$ cat config.mk
export PLATFORM = sky130hd
export DESIGN_NAME = hazard_control_unit_flat
export DESIGN_NICKNAME = d
export VERILOG_FILES = /design/src/rtl/hazard_control_unit_pkg.sv /design/src/rtl/hazard_control_unit_if.sv /design/src/rtl/hazard_control_unit_forward_select.sv /design/src/rtl/hazard_control_unit.sv /design/src/flat_wrapper.sv
export SDC_FILE = /design/constraint.sdc
export NUM_CORES = 1
export LEC_CHECK = 0
export CAP_MARGIN = 20
export CELL_PAD_IN_SITES_DETAIL_PLACEMENT = 1
export CELL_PAD_IN_SITES_GLOBAL_PLACEMENT = 2
export CORE_MARGIN = 2
export CORE_UTILIZATION = 25
export DETAILED_ROUTE_END_ITERATION = 16
export PLACE_DENSITY_LB_ADDON = 0.25
export RECOVER_POWER = 50
export SETUP_SLACK_MARGIN = 0.15
export SLEW_MARGIN = 20
export SYNTH_ARGS = -nofsm -noshare
export SYNTH_HDL_FRONTEND = slang
export SYNTH_SLANG_ARGS = --single-unit
export TNS_END_PERCENT = 5
$ cat constraint.sdc
create_clock -name Clk -period 3.3 [get_ports Clk]
set_clock_uncertainty 0.05 [all_clocks]
set_input_delay 0.66 -clock Clk [delete_from_list [all_inputs] [get_ports Clk]]
set_output_delay 0.66 -clock Clk [all_outputs]
set_load 0.01 [all_outputs]
$ cat src/rtl/hazard_control_unit_pkg.sv
// Shared definitions for the hazard control unit: FSM state encoding,
// forwarding select codes, default counter width and the decode-source match.
// Latency: n/a (types and constants only). Backpressure: n/a.
package hazard_control_unit_pkg;

   typedef enum logic {
      RUN          = 1'b0,
      BR_LOAD_WAIT = 1'b1
   } hcu_state_t;

   localparam logic [1:0] FWD_REG = 2'b00;
   localparam logic [1:0] FWD_WB  = 2'b01;
   localparam logic [1:0] FWD_MEM = 2'b10;

   localparam int COUNT_WIDTH_DEFAULT = 16;

   // True when a later-stage destination feeds a source of the decode
   // instruction. Register 0 is hardwired and never creates a dependency.
   function automatic logic src_match(input logic [4:0] dest,
                                      input logic [4:0] rs,
                                      input logic [4:0] rt,
                                      input logic       uses_rt);
      return (dest != 5'd0) && ((dest == rs) || (uses_rt && (dest == rt)));
   endfunction

endpackage

$ cat src/rtl/hazard_control_unit_if.sv
// Pipeline-side bundle for the hazard unit: decode/execute/memory/writeback
// fields in, stall/flush/forward controls out.
// Latency: wires only. Backpressure: n/a; stalls are expressed as PCWrite/IFIDWrite.
interface hazard_control_unit_if;
   // decode stage
   logic [4:0] RSDecode;
   logic [4:0] RTDecode;
   logic       UsesRTDecode;
   logic       BranchDecode;
   logic       JumpDecode;
   logic       BranchTaken;
   // execute stage
   logic [4:0] RSExecute;
   logic [4:0] RTExecute;
   logic       RegWriteExecute;
   logic [1:0] MemReadExecute;
   logic [4:0] DestRegExecute;
   // memory stage
   logic       RegWriteMemory;
   logic [1:0] MemReadMemory;
   logic [4:0] DestRegMemory;
   // writeback stage
   logic       RegWriteWriteback;
   logic [4:0] DestRegWriteback;
   // controls back into the pipeline
   logic       PCWrite;
   logic       IFIDWrite;
   logic       IDEXFlush;
   logic       IFIDFlush;
   logic [1:0] ForwardA;
   logic [1:0] ForwardB;
   logic       ForwardBranchA;
   logic       ForwardBranchB;

   // master: the pipeline datapath; slave: the hazard unit
   modport master (
      output RSDecode, RTDecode, UsesRTDecode, BranchDecode, JumpDecode, BranchTaken,
             RSExecute, RTExecute, RegWriteExecute, MemReadExecute, DestRegExecute,
             RegWriteMemory, MemReadMemory, DestRegMemory,
             RegWriteWriteback, DestRegWriteback,
      input  PCWrite, IFIDWrite, IDEXFlush, IFIDFlush,
             ForwardA, ForwardB, ForwardBranchA, ForwardBranchB
   );

   modport slave (
      input  RSDecode, RTDecode, UsesRTDecode, BranchDecode, JumpDecode, BranchTaken,
             RSExecute, RTExecute, RegWriteExecute, MemReadExecute, DestRegExecute,
             RegWriteMemory, MemReadMemory, DestRegMemory,
             RegWriteWriteback, DestRegWriteback,
      output PCWrite, IFIDWrite, IDEXFlush, IFIDFlush,
             ForwardA, ForwardB, ForwardBranchA, ForwardBranchB
   );
endinterface

$ cat src/rtl/hazard_control_unit_forward_select.sv
// Execute-operand forwarding mux select for one source register.
// Latency: combinational. Backpressure: none.
// Ports: src (execute source reg), dest_mem/regwrite_mem, dest_wb/regwrite_wb, sel.
module forward_select
   import hazard_control_unit_pkg::*;
(
   input  logic [4:0] src,
   input  logic [4:0] dest_mem,
   input  logic       regwrite_mem,
   input  logic [4:0] dest_wb,
   input  logic       regwrite_wb,
   output logic [1:0] sel
);
   // The memory stage holds the younger result, so it wins over writeback.
   always_comb begin
      sel = FWD_REG;
      if (regwrite_mem && (dest_mem != 5'd0) && (dest_mem == src))
         sel = FWD_MEM;
      else if (regwrite_wb && (dest_wb != 5'd0) && (dest_wb == src))
         sel = FWD_WB;
   end
endmodule

$ cat src/rtl/hazard_control_unit.sv
// Hazard control: stall/bubble/flush for PC, IF/ID, ID/EX plus forwarding selects.
// Latency: zero -- controls are Mealy outputs valid in the cycle the hazard appears.
// Backpressure: stalls hold PC and IF/ID and bubble ID/EX; flush is suppressed while stalled.
// Ports: Clk, Reset (async active-low), hz (slave bundle), StallCycles, FlushCycles.
module hazard_control_unit
   import hazard_control_unit_pkg::*;
#(
   parameter int COUNT_WIDTH = COUNT_WIDTH_DEFAULT
)(
   input  logic                   Clk,
   input  logic                   Reset,
   hazard_control_unit_if.slave   hz,
   output logic [COUNT_WIDTH-1:0] StallCycles,
   output logic [COUNT_WIDTH-1:0] FlushCycles
);
   hcu_state_t state, state_nxt;
   logic       load_use, br_alu, br_load_mem;
   logic       stall, flush;

   assign load_use    = (hz.MemReadExecute != 2'b00) &&
                        src_match(hz.DestRegExecute, hz.RSDecode, hz.RTDecode, hz.UsesRTDecode);
   // An ALU result one stage ahead cannot reach the decode comparator in time.
   assign br_alu      = hz.BranchDecode && hz.RegWriteExecute && (hz.MemReadExecute == 2'b00) &&
                        src_match(hz.DestRegExecute, hz.RSDecode, hz.RTDecode, hz.UsesRTDecode);
   // Load data in memory stage is not available until writeback.
   assign br_load_mem = hz.BranchDecode && (hz.MemReadMemory != 2'b00) &&
                        src_match(hz.DestRegMemory, hz.RSDecode, hz.RTDecode, hz.UsesRTDecode);

   always_ff @(posedge Clk or negedge Reset) begin
      if (!Reset) state <= RUN;
      else        state <= state_nxt;
   end

   // A branch depending on a load in execute needs two bubbles; the second
   // is owed unconditionally via BR_LOAD_WAIT.
   always_comb begin
      state_nxt = state;
      stall     = 1'b0;
      case (state)
         RUN: begin
            stall = load_use || br_alu || br_load_mem;
            if (hz.BranchDecode && load_use) state_nxt = BR_LOAD_WAIT;
         end
         BR_LOAD_WAIT: begin
            stall     = 1'b1;
            state_nxt = RUN;
         end
         default: state_nxt = RUN;
      endcase
   end

   // Stall wins over flush; a taken branch re-resolves once the stall clears.
   assign flush        = !stall && (hz.JumpDecode || (hz.BranchDecode && hz.BranchTaken));
   assign hz.PCWrite   = !stall;
   assign hz.IFIDWrite = !stall;
   assign hz.IDEXFlush = stall;
   assign hz.IFIDFlush = flush;

   assign hz.ForwardBranchA = hz.BranchDecode && hz.RegWriteMemory && (hz.MemReadMemory == 2'b00) &&
                              (hz.DestRegMemory != 5'd0) && (hz.DestRegMemory == hz.RSDecode);
   assign hz.ForwardBranchB = hz.BranchDecode && hz.RegWriteMemory && (hz.MemReadMemory == 2'b00) &&
                              (hz.DestRegMemory != 5'd0) && (hz.DestRegMemory == hz.RTDecode);

   forward_select u_fwd_a (
      .src          (hz.RSExecute),
      .dest_mem     (hz.DestRegMemory),
      .regwrite_mem (hz.RegWriteMemory),
      .dest_wb      (hz.DestRegWriteback),
      .regwrite_wb  (hz.RegWriteWriteback),
      .sel          (hz.ForwardA)
   );

   forward_select u_fwd_b (
      .src          (hz.RTExecute),
      .dest_mem     (hz.DestRegMemory),
      .regwrite_mem (hz.RegWriteMemory),
      .dest_wb      (hz.DestRegWriteback),
      .regwrite_wb  (hz.RegWriteWriteback),
      .sel          (hz.ForwardB)
   );

   // Saturating performance counters.
   always_ff @(posedge Clk or negedge Reset) begin
      if (!Reset) begin
         StallCycles <= '0;
         FlushCycles <= '0;
      end else begin
         if (stall && !(&StallCycles)) StallCycles <= StallCycles + 1'b1;
         if (flush && !(&FlushCycles)) FlushCycles <= FlushCycles + 1'b1;
      end
   end
endmodule

$ cat src/flat_wrapper.sv
// flat-port wrapper written by rule: the top's interface ports become plain ports
module hazard_control_unit_flat import hazard_control_unit_pkg::*;
#(
   parameter int COUNT_WIDTH = COUNT_WIDTH_DEFAULT
)
  (Clk, Reset, StallCycles, FlushCycles, hz_RSDecode, hz_RTDecode, hz_UsesRTDecode, hz_BranchDecode, hz_JumpDecode, hz_BranchTaken, hz_RSExecute, hz_RTExecute, hz_RegWriteExecute, hz_MemReadExecute, hz_DestRegExecute, hz_RegWriteMemory, hz_MemReadMemory, hz_DestRegMemory, hz_RegWriteWriteback, hz_DestRegWriteback, hz_PCWrite, hz_IFIDWrite, hz_IDEXFlush, hz_IFIDFlush, hz_ForwardA, hz_ForwardB, hz_ForwardBranchA, hz_ForwardBranchB);
  hazard_control_unit_if hz_i ();
  input  logic Clk;
  input  logic Reset;
  output logic [COUNT_WIDTH-1:0] StallCycles;
  output logic [COUNT_WIDTH-1:0] FlushCycles;
  input wire logic [$bits(hz_i.RSDecode)-1:0] hz_RSDecode;
  input wire logic [$bits(hz_i.RTDecode)-1:0] hz_RTDecode;
  input wire logic [$bits(hz_i.UsesRTDecode)-1:0] hz_UsesRTDecode;
  input wire logic [$bits(hz_i.BranchDecode)-1:0] hz_BranchDecode;
  input wire logic [$bits(hz_i.JumpDecode)-1:0] hz_JumpDecode;
  input wire logic [$bits(hz_i.BranchTaken)-1:0] hz_BranchTaken;
  input wire logic [$bits(hz_i.RSExecute)-1:0] hz_RSExecute;
  input wire logic [$bits(hz_i.RTExecute)-1:0] hz_RTExecute;
  input wire logic [$bits(hz_i.RegWriteExecute)-1:0] hz_RegWriteExecute;
  input wire logic [$bits(hz_i.MemReadExecute)-1:0] hz_MemReadExecute;
  input wire logic [$bits(hz_i.DestRegExecute)-1:0] hz_DestRegExecute;
  input wire logic [$bits(hz_i.RegWriteMemory)-1:0] hz_RegWriteMemory;
  input wire logic [$bits(hz_i.MemReadMemory)-1:0] hz_MemReadMemory;
  input wire logic [$bits(hz_i.DestRegMemory)-1:0] hz_DestRegMemory;
  input wire logic [$bits(hz_i.RegWriteWriteback)-1:0] hz_RegWriteWriteback;
  input wire logic [$bits(hz_i.DestRegWriteback)-1:0] hz_DestRegWriteback;
  output wire logic [$bits(hz_i.PCWrite)-1:0] hz_PCWrite;
  output wire logic [$bits(hz_i.IFIDWrite)-1:0] hz_IFIDWrite;
  output wire logic [$bits(hz_i.IDEXFlush)-1:0] hz_IDEXFlush;
  output wire logic [$bits(hz_i.IFIDFlush)-1:0] hz_IFIDFlush;
  output wire logic [$bits(hz_i.ForwardA)-1:0] hz_ForwardA;
  output wire logic [$bits(hz_i.ForwardB)-1:0] hz_ForwardB;
  output wire logic [$bits(hz_i.ForwardBranchA)-1:0] hz_ForwardBranchA;
  output wire logic [$bits(hz_i.ForwardBranchB)-1:0] hz_ForwardBranchB;
  assign hz_i.RSDecode = hz_RSDecode;
  assign hz_i.RTDecode = hz_RTDecode;
  assign hz_i.UsesRTDecode = hz_UsesRTDecode;
  assign hz_i.BranchDecode = hz_BranchDecode;
  assign hz_i.JumpDecode = hz_JumpDecode;
  assign hz_i.BranchTaken = hz_BranchTaken;
  assign hz_i.RSExecute = hz_RSExecute;
  assign hz_i.RTExecute = hz_RTExecute;
  assign hz_i.RegWriteExecute = hz_RegWriteExecute;
  assign hz_i.MemReadExecute = hz_MemReadExecute;
  assign hz_i.DestRegExecute = hz_DestRegExecute;
  assign hz_i.RegWriteMemory = hz_RegWriteMemory;
  assign hz_i.MemReadMemory = hz_MemReadMemory;
  assign hz_i.DestRegMemory = hz_DestRegMemory;
  assign hz_i.RegWriteWriteback = hz_RegWriteWriteback;
  assign hz_i.DestRegWriteback = hz_DestRegWriteback;
  assign hz_PCWrite = hz_i.PCWrite;
  assign hz_IFIDWrite = hz_i.IFIDWrite;
  assign hz_IDEXFlush = hz_i.IDEXFlush;
  assign hz_IFIDFlush = hz_i.IFIDFlush;
  assign hz_ForwardA = hz_i.ForwardA;
  assign hz_ForwardB = hz_i.ForwardB;
  assign hz_ForwardBranchA = hz_i.ForwardBranchA;
  assign hz_ForwardBranchB = hz_i.ForwardBranchB;
  hazard_control_unit #(.COUNT_WIDTH(COUNT_WIDTH)) u_core (.Clk(Clk), .Reset(Reset), .hz(hz_i), .StallCycles(StallCycles), .FlushCycles(FlushCycles));
endmodule
# --- Yosys cells after proc, flatten, opt, wreduce, memory -nomap -nowiden ---
# Cells that the tools add are included.
classes:
  add_sub_neg: 2
  eq_ne: 8
  n_mux: 7
  n_bitwise: 1
  reduce_logical: 43
op_table:
  columns: ["cell", "n"]
  rows:
  - ["equality test 5 bit", 8]
  - ["adder 16 x 1 -> 16 bit, second input constant", 2]
  - ["AND reduction 16 bit", 2]
  - ["logical AND 1 bit", 26]
  - ["nonzero test 5 bit", 3]
  - ["logical OR 1 bit", 5]
  - ["logical NOT 2 bit", 2]
  - ["two-way mux 2 bit", 2]
  - ["case mux 1 bit (2 select lines)", 2]
  - ["nonzero test 2 bit", 2]
  - ["logical NOT 1 bit", 3]
  - ["two-way mux 1 bit", 3]
  - ["NOT 1 bit", 1]
word_totals:
  regBits: 33
  input_bits: 48
  output_inout_bits: 42
  wordCells: 64

# --- Longest topological paths before layout ---
depth:
  ltp_word: 11
  depth_mapped: 10
  ltp_nobuf: 7

# --- By module ---
# A second synthesis with hierarchy kept.
unflattened:
  cells_unflattened: 220
  hier_area_um2: 2177.1
modules_own_cells:
  columns: ["mod", "n_inst", "cells_each", "area_per_inst_um2", "seq_area_each_um2"]
  rows:
  - ["hazard_control_unit", 1, 180, 1874.3, 825.8]
  - ["forward_select", 2, 20, 151.4, 0.0]

# --- Least setup slack after synthesis ---
# Ideal clock, no wire load.
synth_path:
  path_kind: "in2out"
  from: "in hz_DestRegMemory[3]"
  to: "out hz_IFIDFlush"
  t_arrival_ps: 2401
  t_required_ps: 2590
  slack_ps: 189
  cell_stages: 9
  n_path_buf: 3
  path_cell_list: "buf_2 or4_4 nor2_2 nor3b_1 a221oi_4 buf_6 buf_12 inv_1 nor2_1"
synth_via:
  elab_chain_len: 9
  elab_cells_between_ends: 11
  classes_between: "eq/ne (2); mux (1); reduce/logical (8)"
synth_rtl:
  columns: ["element", "line", "text"]
  rows:
  - ["start: declaration", "flat_wrapper.sv:25", "input wire logic [$bits(hz_i.DestRegMemory)-1:0] hz_DestRegMemory;"]
  - ["equality test 5 bit", "hazard_control_unit_pkg.sv:23", "return (dest != 5'd0) && ((dest == rs) || (uses_rt && (dest == rt)));"]
  - ["logical AND 1 bit", "hazard_control_unit_pkg.sv:23", null]
  - ["logical OR 1 bit", "hazard_control_unit_pkg.sv:23", null]
  - ["logical AND 1 bit (*)", "hazard_control_unit_pkg.sv:23", null]
  - ["logical AND 1 bit (*)", "hazard_control_unit.sv:26", "assign br_load_mem = hz.BranchDecode && (hz.MemReadMemory != 2'b00) &&"]
  - ["logical OR 1 bit (*)", "hazard_control_unit.sv:41", "stall = load_use || br_alu || br_load_mem;"]
  - ["case mux 1 bit (2 select lines) (*)", "hazard_control_unit.sv:39", "case (state)"]
  - ["logical NOT 1 bit (*)", null, null]
  - ["named net hz_IFIDWrite", "flat_wrapper.sv:29", "output wire logic [$bits(hz_i.IFIDWrite)-1:0] hz_IFIDWrite;"]
  - ["logical AND 1 bit (*)", "hazard_control_unit.sv:53", "assign flush = !stall && (hz.JumpDecode || (hz.BranchDecode && hz.BranchTaken));"]
  - ["end: declaration", "flat_wrapper.sv:31", "output wire logic [$bits(hz_i.IFIDFlush)-1:0] hz_IFIDFlush;"]
# Mark *: on every way through the listed nets, which the timed path passes. The rest lies on a longest branch.

# --- Worst setup path in the final report ---
layout_path:
  from: "in hz_RSDecode[4]"
  to: "out hz_IFIDWrite"
layout_via:
  elab_chain_len: 8
  elab_cells_between_ends: 13
  classes_between: "eq/ne (2); mux (1); reduce/logical (10)"
layout_rtl:
  columns: ["element", "line", "text"]
  rows:
  - ["start: declaration", "flat_wrapper.sv:12", "input wire logic [$bits(hz_i.RSDecode)-1:0] hz_RSDecode;"]
  - ["equality test 5 bit", "hazard_control_unit_pkg.sv:23", null]
  - ["logical OR 1 bit", "hazard_control_unit_pkg.sv:23", null]
  - ["logical AND 1 bit", "hazard_control_unit_pkg.sv:23", null]
  - ["logical AND 1 bit (on tied branches)", "hazard_control_unit.sv:20, hazard_control_unit.sv:23", null]
  - ["logical OR 1 bit", "hazard_control_unit.sv:41", null]
  - ["logical OR 1 bit (*)", "hazard_control_unit.sv:41", null]
  - ["case mux 1 bit (2 select lines) (*)", "hazard_control_unit.sv:39", null]
  - ["logical NOT 1 bit (*)", "hazard_control_unit.sv:55", "assign hz.IFIDWrite = !stall;"]
  - ["end: declaration", "flat_wrapper.sv:29", null]
# Every way passes the cells marked *; elsewhere a longest branch is shown, timed or not.

==> implementation parameters <==
Parameter                              Value

Placement
  Instance area after placement    3360 µm²
  Minimum setup slack after placement    -0.474 ns
  GP Congestion    0.790
  HPWL after detailed placement    5370 µm
  Input/output buffers    a little under 90
  Placed cells    435

Synth
  Flip-flop cell with the highest count after synthesis    sky130_fd_sc_hd__dfrtp_1
  Sequential cell area fraction in the yosys report    36.9%
  Total standard cell area after synthesis    2240 µm²
  Synth Area per Inst    around 10 µm²
  Post-synth EDFFs    0
  Yosys warns    0
  Share of synthesized flip-flops with an asynchronous set or reset    between 90% and 100%
  Count of unique library cells instantiated by Yosys    35
  Share of the synthesized area in the top cell type    36.9%
  Synthesized net count    between 200 and 300
  Yosys top cell by area    sky130_fd_sc_hd__dfrtp_1
  Flops & latches, synth    33
  Number of standard cells after synthesis    ~220
  Most area-consuming cells after synthesis    sky130_fd_sc_hd__dfrtp_1 37%, sky130_fd_sc_hd__xor2_1 16%, sky130_fd_sc_hd__xnor2_1 11%

Worst setup path
  CP endpoint kind    primary output
  Family with the most delay on the worst path    buffers and inverters
  Longest individual stage delay on the worst path    0.53 ns
  Worst path buffer plus inverter count    5
  Critical path required time    2.59 ns
  Setup crit start kind    primary input
  Largest driver fanout on the critical path    3
  WP data arrival    around 2.4 ns
  Critical path class    primary input to primary output
  Highest-delay cell along the critical path    sky130_fd_sc_hd__clkdlybuf4s50_1
  Ordered cell list for the critical path    clkdlybuf4s50_1 -> xor2_1 -> nor3_2 -> nand3_1 -> a21oi_2 -> buf_4 -> a221oi_4 -> buf_4 -> buf_6 -> buf_6

Power
  Internal cell power    947 µW
  Share of power burned in registers    between 40% and 50%
  Clock network fraction of total power    between 20 and 25%
  Total net switching power    458 µW
  Leak    0.00163 µW
  Comb power frac    36.4%
  Switching portion of total power    32.6%
  Maximum VDD drop    around 0.22 mV
  Power density over the cells    398 nW/µm²

Hold path
  Worst hold path type    register to register

STA
  Crit path setup slack, layout    0.209 ns
  Unrepaired setup endpoints after global routing    true
  Count of final setup violators    0
  Sum of negative setup slack    0 ns
  Slew margin rel.    -22.3%
  Hold violation total from the final report    0
  Achievable clock frequency    323 MHz
  Final critical-path required period    3.09 ns
  Final period util    93.7%
  Worst Tran Pin Value    1.83 ns
  Final Max Slew Viols    34

Routing
  Post-DRT Antenna Nets    0
  Number of DRC violations after detailed routing    0
  First-pass iteration count of the detailed router    4
  Number of design-rule violations left by the first detailed-router iteration    54
  Average routed wire per standard cell    15.5 µm
  Via-per-instance ratio    4.64
  Final WL    6940 µm
  Total via count after detailed routing    slightly above 2k

Clocking
  Clock Tree Buf Depth    2
  Clock tree from TritonCTS    yes
  Library cell used as clock root buffer    sky130_fd_sc_hd__clkbuf_8
  Cts-stage hold buffer count    0
  Number of clock sinks seen by CTS    33
  Clock input transition at the sequential cells of the worst setup and hold paths    about 0.06 ns
  TritonCTS buffer count    5
  Insertion delay of the later-clocked pin in the worst-skew pair    roughly 0.29 ns
  Level count of the clock H-tree    2

Global route
  GR Util All Layers    14.3%
  Global Route met3 Usage    3.19%
  Met1 usage in global routing    17.6%
  Global-route wire length before repair    11200 µm
  Remaining global-route overflow    0
  Global routing met2 resource utilization    25.6%
  Maximum number of pins on one net before global-route repair    34
  Number of global-route vias before repair    2237
  Initial antenna violation count    0
  GRT busiest layer    met2

Cells and area
  Flip-flop and latch area    826 µm²
  Utilization after layout    between 40 and 50%
  Most frequent standard cell in the layout excluding fill and tap cells    sky130_fd_sc_hd__clkdlybuf4s50_1
  Area occupied by multi-input gates    1380 µm²
  Number of antenna diodes    0
  Net total in the final layout    just under 400
  Most frequent cells in the layout    44 x sky130_fd_sc_hd__clkdlybuf4s50_1, 38 x sky130_fd_sc_hd__xor2_1, 33 x sky130_fd_sc_hd__dfrtp_1
  Number of fill cells    993
  Final Cell Area    approximately 3500 µm²
  Ratio of cells with drive above 1 in the final layout    18.6%
  Final non-filler cell total    446
  Area delta synth->final    57.8%

Job
  Max-cap violation count    1

Floorplanning
  Horizontal die dimension    98.6 µm
  Overall die area    just under 10000 µm²
  Top-level I/O count    90
  Chip height    between 90 and 100 µm
  Starting density of the core    25.8%
  Placeable core region    8680 µm²
  Number of placement rows    34

Outcome
  Failing checks    max-capacitance violations, max-slew violations
  Result of the run    finished with violations
flip-flops by register name, indices dropped and copies added, names as in the netlist:
name / cells
u_core.StallCycles: 16
u_core.FlushCycles: 16
u_core.state: 1
worst register-to-register path, delay by kind of cell (launching register included):
family           cells  cell delay, ns
AND/OR/NAND/NOR      6            1.53
flip-flops           1            0.44
multiplexers         1            0.32
per-stage QoR:
stage | hold slack (ns) | total power (µW)
after CTS | 0.446 | 1430
after floorplan | 0.314 | 806
after global placement | 0.431 | 1100
after detailed placement | 0.437 | 1110
final | 0.437 | 1400
after global routing | 0.468 | 1490
layer usage:
metal | share of wire, % | wire length [µm]
met2 | 53 | 3650
met3 | 3.6 | 250
met1 | 42 | 2930
met4 | 1.5 | 101
met5 | 0 | 0
path summary, 6_finish.rpt:
kind	startpoint	end	slack [ns]	cells after the start
setup / recovery	hz_RSDecode[4]	hz_IFIDWrite	0.21	10
hold / removal	u_core.StallCycles[13]	u_core.StallCycles[13]	0.44	1
setup reg to reg	u_core.FlushCycles[7]	u_core.FlushCycles[1]	0.85	7
hold reg to reg	u_core.StallCycles[13]	u_core.StallCycles[13]	0.44	1
max in group asynchronous	Reset	u_core.StallCycles[3]	0.77	2
min in group asynchronous	Reset	u_core.FlushCycles[3]	1.36	2
synth_stat cells, types with 4 or more instances:
| master | n |
|---|---|
| sky130_fd_sc_hd__and3_1 | 12 |
| sky130_fd_sc_hd__and4_1 | 5 |
| sky130_fd_sc_hd__buf_2 | 4 |
| sky130_fd_sc_hd__dfrtp_1 | 33 |
| sky130_fd_sc_hd__nand2_1 | 9 |
| sky130_fd_sc_hd__nand3_1 | 14 |
| sky130_fd_sc_hd__nand3_2 | 5 |
| sky130_fd_sc_hd__nand4_1 | 9 |
| sky130_fd_sc_hd__nor2_1 | 8 |
| sky130_fd_sc_hd__nor3_1 | 14 |
| sky130_fd_sc_hd__nor3b_1 | 4 |
| sky130_fd_sc_hd__nor4_1 | 5 |
| sky130_fd_sc_hd__or4_1 | 4 |
| sky130_fd_sc_hd__xnor2_1 | 29 |
| sky130_fd_sc_hd__xor2_1 | 40 |
power by group through the flow:
stage / combinational (µW) / sequential [µW] / clock, µW
floorplan: 202 / 604 / 0
CTS: 528 / 582 / 321
finish: 511 / 578 / 316
detailed placement: 526 / 587 / 0
global placement: 514 / 589 / 0
global route: 556 / 597 / 339
timing repair:
item,4_1_cts,5_1_grt
pin swaps,8,8
setup endpoints to repair,10,9
buffers inserted,3,1
cloned,0,0
gates resized for setup,43,20
final cells by class:
type / count / share of cell area (%)
multi-input combinational: 179 / 39.2
timing repair buffer: 118 / 31.0
sequential: 33 / 23.4
tap: 108 / 3.83
clock buffer: 7 / 2.45
inverter: 1 / 0.106
kinds of logic after synthesis:
family          share of synthesized area, %
buf+inv                                 3.97
fa+ha+maj                               1.12
xor+xnor                                27.0
flops                                   36.9
mux                                     1.68
simple gates                            27.1
compound gates                          2.18
Note: power is estimated with default switching activity, not from simulation.
